`config.mk`:
```
export PLATFORM = sky130hd
export DESIGN_NAME = wakeup_queue
export DESIGN_NICKNAME = d
export VERILOG_FILES = /design/src/rtl/wakeup_queue_pkg.sv /design/src/rtl/wakeup_queue_free_slot_finder.sv /design/src/rtl/wakeup_queue.sv
export SDC_FILE = /design/constraint.sdc
export NUM_CORES = 2
export LEC_CHECK = 0
export BUFFER_PORTS_ARGS = -buffer_cell sky130_fd_sc_hd__buf_4
export CAP_MARGIN = 0
export CELL_PAD_IN_SITES_DETAIL_PLACEMENT = 1
export CELL_PAD_IN_SITES_GLOBAL_PLACEMENT = 2
export CORE_MARGIN = 4
export CORE_UTILIZATION = 40
export CTS_CLUSTER_DIAMETER = 150
export DETAILED_ROUTE_END_ITERATION = 10
export PLACE_DENSITY_LB_ADDON = 0.15
export SKIP_CTS_REPAIR_TIMING = 1
export SYNTH_ARGS = -nofsm -noshare
export SYNTH_HDL_FRONTEND = slang
export SYNTH_SLANG_ARGS = --single-unit
export TNS_END_PERCENT = 20
```
`constraint.sdc`:
```
create_clock -name clk -period 51.3 [get_ports clk]
set_input_delay 5.13 -clock clk [delete_from_list [all_inputs] [get_ports clk]]
set_output_delay 5.13 -clock clk [all_outputs]
set_load 0.01 [all_outputs]
```
`src/rtl/wakeup_queue_pkg.sv`:
```
// Shared definitions for the wakeup issue queue and its neighbours
// (select-tree wrapper, rename stage).
//   ENTRIES / TAG_W / PAYLOAD_W : default queue geometry
//   SLOT_W / CNT_W              : slot address and occupancy count widths
//   slot_t                      : one queue entry
//   wk_match()                  : wakeup-port tag compare for a single tag
package wakeup_queue_pkg;

    localparam int unsigned ENTRIES   = 32;
    localparam int unsigned TAG_W     = 6;
    localparam int unsigned PAYLOAD_W = 32;
    localparam int unsigned WK_PORTS  = 2;
    localparam int unsigned SLOT_W    = $clog2(ENTRIES);
    localparam int unsigned CNT_W     = $clog2(ENTRIES + 1);

    typedef struct packed {
        logic                 vld;
        logic                 rdy0;
        logic                 rdy1;
        logic [TAG_W-1:0]     tag0;
        logic [TAG_W-1:0]     tag1;
        logic [TAG_W-1:0]     dst;
        logic [PAYLOAD_W-1:0] payload;
    } slot_t;

    // True when any valid wakeup port broadcasts the given tag.
    function automatic logic wk_match(
        input logic [WK_PORTS-1:0]       wk_v,
        input logic [WK_PORTS*TAG_W-1:0] wk_t,
        input logic [TAG_W-1:0]          tag
    );
        logic hit;
        hit = 1'b0;
        for (int unsigned i = 0; i < WK_PORTS; i++) begin
            hit = hit | (wk_v[i] & (wk_t[i*TAG_W +: TAG_W] == tag));
        end
        return hit;
    endfunction

endpackage

```
`src/rtl/wakeup_queue_free_slot_finder.sv`:
```
// Lowest-index free slot priority encoder.
//   vld   : per-slot valid vector (1 = occupied)
//   found : at least one slot is free
//   addr  : index of the lowest free slot (0 when none is free)
module free_slot_finder #(
    parameter int unsigned N  = 32,
    parameter int unsigned AW = $clog2(N)
) (
    input  logic [N-1:0]  vld,
    output logic          found,
    output logic [AW-1:0] addr
);

    always_comb begin
        found = 1'b0;
        addr  = '0;
        for (int unsigned i = 0; i < N; i++) begin
            if (!vld[i] && !found) begin
                found = 1'b1;
                addr  = i[AW-1:0];
            end
        end
    end

endmodule

```
`src/rtl/wakeup_queue.sv`:
```
// Issue-queue entry array feeding the select tree.
// Accepts dispatched micro-ops into the lowest free slot, tracks source
// readiness from two wakeup broadcast ports, exposes a per-slot ready
// vector, and issues/frees the slot granted by the select-tree root.
//   clk, rst          : clock, asynchronous active-high reset
//   flush             : synchronous squash of every entry
//   disp_*            : dispatch handshake and micro-op fields
//   wk_valid, wk_tag  : two wakeup ports, port i at wk_tag[i*TAG_W +: TAG_W]
//   entry_ready       : per-slot valid & both sources ready (registered state only)
//   sel_valid/addr    : select-tree root grant
//   iss_*             : registered issue strobe, dst tag and payload
//   count             : occupied slots
//   sel_err           : registered; last grant hit a non-ready slot
module wakeup_queue
    import wakeup_queue_pkg::*;
#(
    parameter int unsigned ENTRIES   = wakeup_queue_pkg::ENTRIES,
    parameter int unsigned TAG_W     = wakeup_queue_pkg::TAG_W,
    parameter int unsigned PAYLOAD_W = wakeup_queue_pkg::PAYLOAD_W
) (
    input  logic                 clk,
    input  logic                 rst,
    input  logic                 flush,
    input  logic                 disp_valid,
    output logic                 disp_ready,
    input  logic [TAG_W-1:0]     disp_src0_tag,
    input  logic [TAG_W-1:0]     disp_src1_tag,
    input  logic                 disp_src0_rdy,
    input  logic                 disp_src1_rdy,
    input  logic [TAG_W-1:0]     disp_dst_tag,
    input  logic [PAYLOAD_W-1:0] disp_payload,
    input  logic [1:0]           wk_valid,
    input  logic [2*TAG_W-1:0]   wk_tag,
    output logic [ENTRIES-1:0]   entry_ready,
    input  logic                 sel_valid,
    input  logic [4:0]           sel_addr,
    output logic                 iss_valid,
    output logic [TAG_W-1:0]     iss_dst_tag,
    output logic [PAYLOAD_W-1:0] iss_payload,
    output logic [5:0]           count,
    output logic                 sel_err
);

    localparam int unsigned AW = $clog2(ENTRIES);
    localparam int unsigned CW = $clog2(ENTRIES + 1);

    slot_t                slots_q [ENTRIES];
    slot_t                slots_d [ENTRIES];
    logic [ENTRIES-1:0]   vld_vec;
    logic [ENTRIES-1:0]   hit0;
    logic [ENTRIES-1:0]   hit1;

    logic                 free_found;
    logic [AW-1:0]        free_addr;

    logic                 accept;
    logic                 sel_hit;
    logic                 issue;
    logic                 bad_grant;
    logic                 byp0;
    logic                 byp1;

    logic                 iss_valid_q, iss_valid_d;
    logic [TAG_W-1:0]     iss_dst_q,   iss_dst_d;
    logic [PAYLOAD_W-1:0] iss_pl_q,    iss_pl_d;
    logic                 sel_err_q,   sel_err_d;
    logic [CW-1:0]        count_q,     count_d;

    // Per-slot readiness and wakeup tag compare.
    for (genvar k = 0; k < ENTRIES; k++) begin : g_slot
        assign vld_vec[k]     = slots_q[k].vld;
        assign entry_ready[k] = slots_q[k].vld & slots_q[k].rdy0 & slots_q[k].rdy1;
        assign hit0[k] = (wk_valid[0] & (wk_tag[0 +: TAG_W]     == slots_q[k].tag0))
                       | (wk_valid[1] & (wk_tag[TAG_W +: TAG_W] == slots_q[k].tag0));
        assign hit1[k] = (wk_valid[0] & (wk_tag[0 +: TAG_W]     == slots_q[k].tag1))
                       | (wk_valid[1] & (wk_tag[TAG_W +: TAG_W] == slots_q[k].tag1));
    end

    free_slot_finder #(
        .N  (ENTRIES),
        .AW (AW)
    ) u_free_slot_finder (
        .vld   (vld_vec),
        .found (free_found),
        .addr  (free_addr)
    );

    // Free vector is pre-edge state: a slot issued this cycle is not
    // offered to dispatch until the following cycle, so the accept slot
    // and the issue slot can never coincide.
    assign disp_ready = free_found;
    assign accept     = disp_valid & free_found & ~flush;
    assign sel_hit    = entry_ready[sel_addr];
    assign issue      = sel_valid & sel_hit & ~flush;
    assign bad_grant  = sel_valid & ~sel_hit & ~flush;

    // Same-cycle wakeup bypass for the incoming micro-op.
    assign byp0 = wk_match(wk_valid, wk_tag, disp_src0_tag);
    assign byp1 = wk_match(wk_valid, wk_tag, disp_src1_tag);

    always_comb begin
        for (int unsigned k = 0; k < ENTRIES; k++) begin
            slots_d[k] = slots_q[k];
            if (flush) begin
                slots_d[k] = '0;
            end else if (issue && (sel_addr == k[4:0])) begin
                slots_d[k] = '0;
            end else if (accept && (free_addr == k[AW-1:0])) begin
                slots_d[k].vld     = 1'b1;
                slots_d[k].rdy0    = disp_src0_rdy | byp0;
                slots_d[k].rdy1    = disp_src1_rdy | byp1;
                slots_d[k].tag0    = disp_src0_tag;
                slots_d[k].tag1    = disp_src1_tag;
                slots_d[k].dst     = disp_dst_tag;
                slots_d[k].payload = disp_payload;
            end else if (slots_q[k].vld) begin
                slots_d[k].rdy0 = slots_q[k].rdy0 | hit0[k];
                slots_d[k].rdy1 = slots_q[k].rdy1 | hit1[k];
            end
        end
    end

    always_comb begin
        iss_valid_d = issue;
        iss_dst_d   = issue ? slots_q[sel_addr].dst     : '0;
        iss_pl_d    = issue ? slots_q[sel_addr].payload : '0;
        sel_err_d   = bad_grant;
        if (flush) begin
            count_d = '0;
        end else begin
            count_d = count_q + CW'(accept) - CW'(issue);
        end
    end

    always_ff @(posedge clk or posedge rst) begin
        if (rst) begin
            for (int unsigned k = 0; k < ENTRIES; k++) begin
                slots_q[k] <= '0;
            end
            iss_valid_q <= 1'b0;
            iss_dst_q   <= '0;
            iss_pl_q    <= '0;
            sel_err_q   <= 1'b0;
            count_q     <= '0;
        end else begin
            for (int unsigned k = 0; k < ENTRIES; k++) begin
                slots_q[k] <= slots_d[k];
            end
            iss_valid_q <= iss_valid_d;
            iss_dst_q   <= iss_dst_d;
            iss_pl_q    <= iss_pl_d;
            sel_err_q   <= sel_err_d;
            count_q     <= count_d;
        end
    end

    assign iss_valid   = iss_valid_q;
    assign iss_dst_tag = iss_dst_q;
    assign iss_payload = iss_pl_q;
    assign sel_err     = sel_err_q;
    assign count       = count_q;

endmodule

```
**Yosys cells after proc, flatten, opt, wreduce, memory -nomap -nowiden**

Cells that the tools add are included.

- Register bits after elaboration: 1742
- Input port bits: 76
- Logic and storage cells: 1249

- $add $sub $neg: 2
- Magnitude comparators: 2
- Equality and inequality tests: 194
- Muxes and demuxes: 263
- Bitwise gates (word level): 337
- Reduce and logical (&&, ||, !) cells: 222

Operators with widths:

| kind | count |
|---|---|
| 53-bit two-way mux | 64 |
| 50-bit two-way mux | 32 |
| 6-bit == test | 132 |
| 53-bit binary-select mux with 5-bit select | 1 |
| 1-bit AND | 202 |
| 5-bit == test, second input constant | 32 |
| 2-bit two-way mux | 66 |
| 1-bit OR | 132 |
| 4-bit nonzero test | 32 |
| 3-bit nonzero test | 32 |
| 1-bit logical AND | 95 |
| 5-bit by 4-bit == test with 1-bit output, second input constant | 16 |
| 5-bit two-way mux | 16 |
| 38-bit two-way mux | 2 |
| 1-bit two-way mux | 66 |
| 1-bit logical NOT | 61 |
| 5-bit by 3-bit == test with 1-bit output, second input constant | 8 |
| 32-bit two-way mux | 1 |
| 4-bit two-way mux | 8 |
| 5-bit by 2-bit == test with 1-bit output, second input constant | 4 |
| 3-bit two-way mux | 4 |
| 6-bit two-way mux | 2 |
| 5-bit by 1-bit == test with 1-bit output, second input constant | 2 |
| 5-bit logical NOT | 2 |
| 7 further kinds | 8 |

**Depth between registers and ports, before layout**

- Depth in word-level cells: 99
- Gate-level depth with buffers: 23

**Hierarchy**

Synthesis repeated with hierarchy kept, for this count alone.

- Cells, all modules: 9189
- Area total of the unflattened synthesis: 89448.3 µm²

Modules (own cells, without submodules):

| module | instances | cells an instance | area an instance (µm²) |
|---|---|---|---|
| wakeup_queue | 1 | 9121 | 89040.4 |
| free_slot_finder | 1 | 68 | 407.9 |

**Worst setup path after synthesis**

Ideal clock, no wire load.

- Path kind: input-to-reg
- Start point: input port sel_addr[3]
- End point: register count_q[4] (netlist: count[4])
- Setup time: 0.130 ns
- Arrival: 8.666 ns
- Path slack: 42.504 ns
- Stages on the path: 22
- Path buffers: 6
- Path through: buf_2 > buf_2 > and3_1 > a22oi_1 > o2111ai_1 > a211oi_4 > nor2_2 > buf_6 > buf_6 > nand3_1 > buf_2 > buf_1 > inv_1 > ha_1 > inv_1 > ha_1 > fa_1 > a21oi_1 > nor2_1 > nor2_1 > xor2_1 > nor2_1

- Longest elaborated chain between the ends: 6

Ends and longest elaborated chain:

| element | RTL line | RTL |
|---|---|---|
| start: declaration | wakeup_queue.sv:36 | `input logic [4:0] sel_addr,` |
| 1-bit binary-select mux with 5-bit select | wakeup_queue.sv:93 | `assign sel_hit = entry_ready[sel_addr];` |
| 1-bit two-way mux (not written as such) | wakeup_queue.sv:93 |  |
| 1-bit AND (2 in a row) | wakeup_queue.sv:94 | `assign issue = sel_valid & sel_hit & ~flush;` |
| net iss_valid_d | wakeup_queue.sv:63 | `logic iss_valid_q, iss_valid_d;` |
| 6-bit by 1-bit subtractor with 6-bit output | wakeup_queue.sv:131 | `count_d = count_q + CW'(accept) - CW'(issue);` |
| 6-bit two-way mux | wakeup_queue.sv:128 | `if (flush) begin` |
| net count_d[4] | wakeup_queue.sv:67 | `logic [CW-1:0] count_q, count_d;` |
| end signal: assignment | wakeup_queue.sv:153 | `count_q <= count_d;` |
| end: declaration | wakeup_queue.sv:67 |  |

The timed path passes the listed nets, and every way through them passes these cells. The select of a mux whose other input is x is not followed.
A chain may end at the register's enable or synchronous reset.

**Worst setup path after layout**

- Start point: input port sel_addr[2]
- End point: register count_q[4] (netlist: count[4])

The elaborated chain is that of the path after synthesis.

==> flow_summary.json <==
{
  "status": "finished clean",
  "cp-end-kind": "flop",
  "start_util_pct": 40.4,
  "setup_viol": 0,
  "syn_avg_cell_area_um2": 12.1,
  "grt_max_degree": 154,
  "cp_data_arrival_time_ps": 10830,
  "vias_per_cell": 6.46,
  "power_w": 0.00315,
  "required_ps": 51990,
  "fin_skew_ps": 56.1,
  "wl_per_cell_um": 35.1,
  "io_buffer_count": 154,
  "antenna_found_initial": 25,
  "async_reset_ff_share_pct": 100,
  "synth-seq-cells": 1742,
  "grt_usage_pct": 31.0,
  "die-area_um2": 217000,
  "numPlacedInstances": 9304,
  "place_hpwl_um": 184000,
  "synth.most_common_cell": "dfrtp_1",
  "ys_types": 81,
  "die_h_um": 466,
  "nNetsFinal": 6799,
  "p_per_area_nw_per_um2": 33.5,
  "tns_ps": 0,
  "crit_type": "in2reg",
  "coreArea_um2": 208000,
  "cts_tree": "yes",
  "wl_um": 340000,
  "postRouteAntennaNets": 0,
  "min_period_ps": 10140,
  "place.gp.congestion": 0.911,
  "synthesis.area_um2": 83800,
  "dr.pass1.iters": 5,
  "ys_top_cells_by_area": "dfrtp_1 (52%), a22o_1 (13%), mux4_2 (10%)",
  "drc": 0,
  "regToRegSetupSlack_ps": 46000,
  "cts_made_buffers": 198,
  "start_kind": "input pin",
  "h-tree-depth": 4,
  "syn-num-nets": 7039,
  "finalCritPeriodShare_pct": 19.8,
  "power_leakage_nw": 42.1,
  "synthTopCellsByCount": "dfrtp_1 (1,742), a22o_1 (1,271), nand2_1 (786), clkbuf_1 (463), xnor2_1 (420)",
  "ys_warn_count": 0,
  "hp-class": "reg2reg",
  "path_clk_slew_ps": 60,
  "rsz0062_at_grt": "false",
  "io-pin-count": 155,
  "drive_above_1_share_pct": 16.3,
  "yosysSeqAreaShare_pct": 52.0,
  "cts_sinks": 1742,
  "cts_buffer_depth": 3,
  "worst_skew_pair.late_latency_ps": 880,
  "vias": 62500,
  "slew_viol_final": 0,
  "max_slew_margin_pct": 13.4,
  "tightest_slew_ps": 1300,
  "path_max_fanout": 48,
  "synth_top_area_share_pct": 52.0,
  "drtIter0Drc": 6048,
  "die_w_um": 466,
  "cap_violations": 0,
  "gr-total-overflow": 0,
  "ir_drop_v": 0.0000281,
  "synth_edf_count": 0,
  "grt_pass1_vias": 65600,
  "stdcell_count": 9681,
  "rows": 167,
  "achievable-frequency_mhz": 98.6,
  "synth-main-ff-cell": "dfrtp_1",
  "clockRootBuffer": "clkbuf_16",
  "syn_to_final_growth_pct": 12.1,
  "hold_viol_final": 0,
  "syn_inst": 6956,
  "synth_top_area_cell": "dfrtp_1",
  "grt_pass1_wl_um": 493000
}
-- routing by layer --
| layer | part of all wire, % | up-vias | track usage, % | wire [um] |
|---|---|---|---|---|
| li1 | - | 25100 | - | - |
| met4 | 3.9 | 8 | 11.0 | 13400 |
| met5 | 0.017 | - | 0 | 58 |
| met1 | 43 | 34300 | 43.4 | 147000 |
| met2 | 46 | 2543 | 48.5 | 156000 |
| met3 | 7.1 | 648 | 5.59 | 24300 |
-- worst paths after layout --
path                               startpoint             to  cells past startpoint
worst max-delay path              sel_addr[2]       count[4]                     19
worst min-delay path              slots_q[31]    slots_q[31]                      2
worst max register to register  slots_q[1483]   slots_q[616]                      8
worst min register to register    slots_q[31]    slots_q[31]                      2
max in group asynchronous                 rst  slots_q[1025]                      9
min in group asynchronous                 rst   slots_q[571]                      3
-- through the flow --
stage	util, %	hold slack, ps	instance area [um^2]	setup slack (ps)
2_1_floorplan	-	454	83800	22010
3_3_place_gp	41.9	466	87100	40320
3_5_place_dp	41.9	476	87100	40250
4_1_cts	45.2	492	94000	41210
5_1_grt	45.2	502	94000	40520
6_report	45.3	490	94000	41160
-- flip-flops by register name, indices dropped and copies added (netlist names) --
| signal | cells |
|---|---|
| iss_dst_tag | 6 |
| iss_payload | 32 |
| slots_q | 1696 |
| count | 6 |
| sel_err | 1 |
| iss_valid | 1 |
-- cell type report --
cell class / instances / area [um^2]
Antenna cell: 6 / 15.0
Tap cell: 2788 / 3490
Timing Repair Buffer: 326 / 2520
Sequential cell: 1742 / 43600
Inverter: 26 / 104
Clock buffer: 284 / 5700
Fill cell: 21400 / 114000
Clock inverter: 87 / 1170
Multi-Input combinational cell: 4422 / 37400
-- placed cells by master, fill, tap and decap left out, drive strengths merged, types with 6 or more instances in the layout --
master    netlist  final
ha              6      6
o21a            7      7
nor2           98     98
a22o         1271   1271
diode           0      6
mux4          381    381
nand2b         41     41
clkinv          1     54
clkinvlp        0     10
inv            25     30
a21o           10     10
and3           39     39
dfrtp        1742   1742
nor4           98     98
nand3         127    127
xor2          377    377
a31oi          13     13
o41ai          22     22
buf           303    325
or2             6      6
or3             7      7
clkbuf        463    285
o22ai          21     21
or4            26     26
o21ai         314    314
nand2         786    786
nor3           24     24
nor2b          15     15
a21oi          34     34
and2           14     14
xnor2         420    420
nand4         143    143
o31ai           6      6
mux2i          48     48
bufinv          0     19
-- where the power goes --
group | leakage, nW | internal [W] | switching [W] | total (W)
logic | 14.4 | 0.0000633 | 0.000195 | 0.000259
registers | 24.3 | 0.00138 | 0.00000673 | 0.00139
clock network | 3.37 | 0.000873 | 0.000630 | 0.00150
-- cells by family (layout without fill, tap and decap cells) --
kind of cell / after synthesis / in the layout / share of synthesized area (%)
muxes: 433 / 433 / 10.9
xor gates and xnor gates: 797 / 797 / 8.33
and+or+nand+nor: 1440 / 1440 / 8.16
AOI/OAI and AO/OA: 1745 / 1745 / 16.6
buffers and inverters: 792 / 723 / 3.93
adders and majority gates: 7 / 7 / 0.113
other: 0 / 6 / 0
DFF: 1742 / 1742 / 52.0
-- critical path, stage by stage --
cell and delay [ps]:
clkbuf_8 590, buf_4 910, nand2b_2 320, o32ai_1 400, and4b_1 240, and4b_1 260, nor2_2 100, buf_4 350
nand3_4 500, inv_1 280, ha_1 170, inv_1 40, ha_1 210, fa_1 430, a21oi_1 160, nor2_1 60
nor2_1 140, xor2_1 190, nor2_1 60
Power figures use the tool's default switching activity.
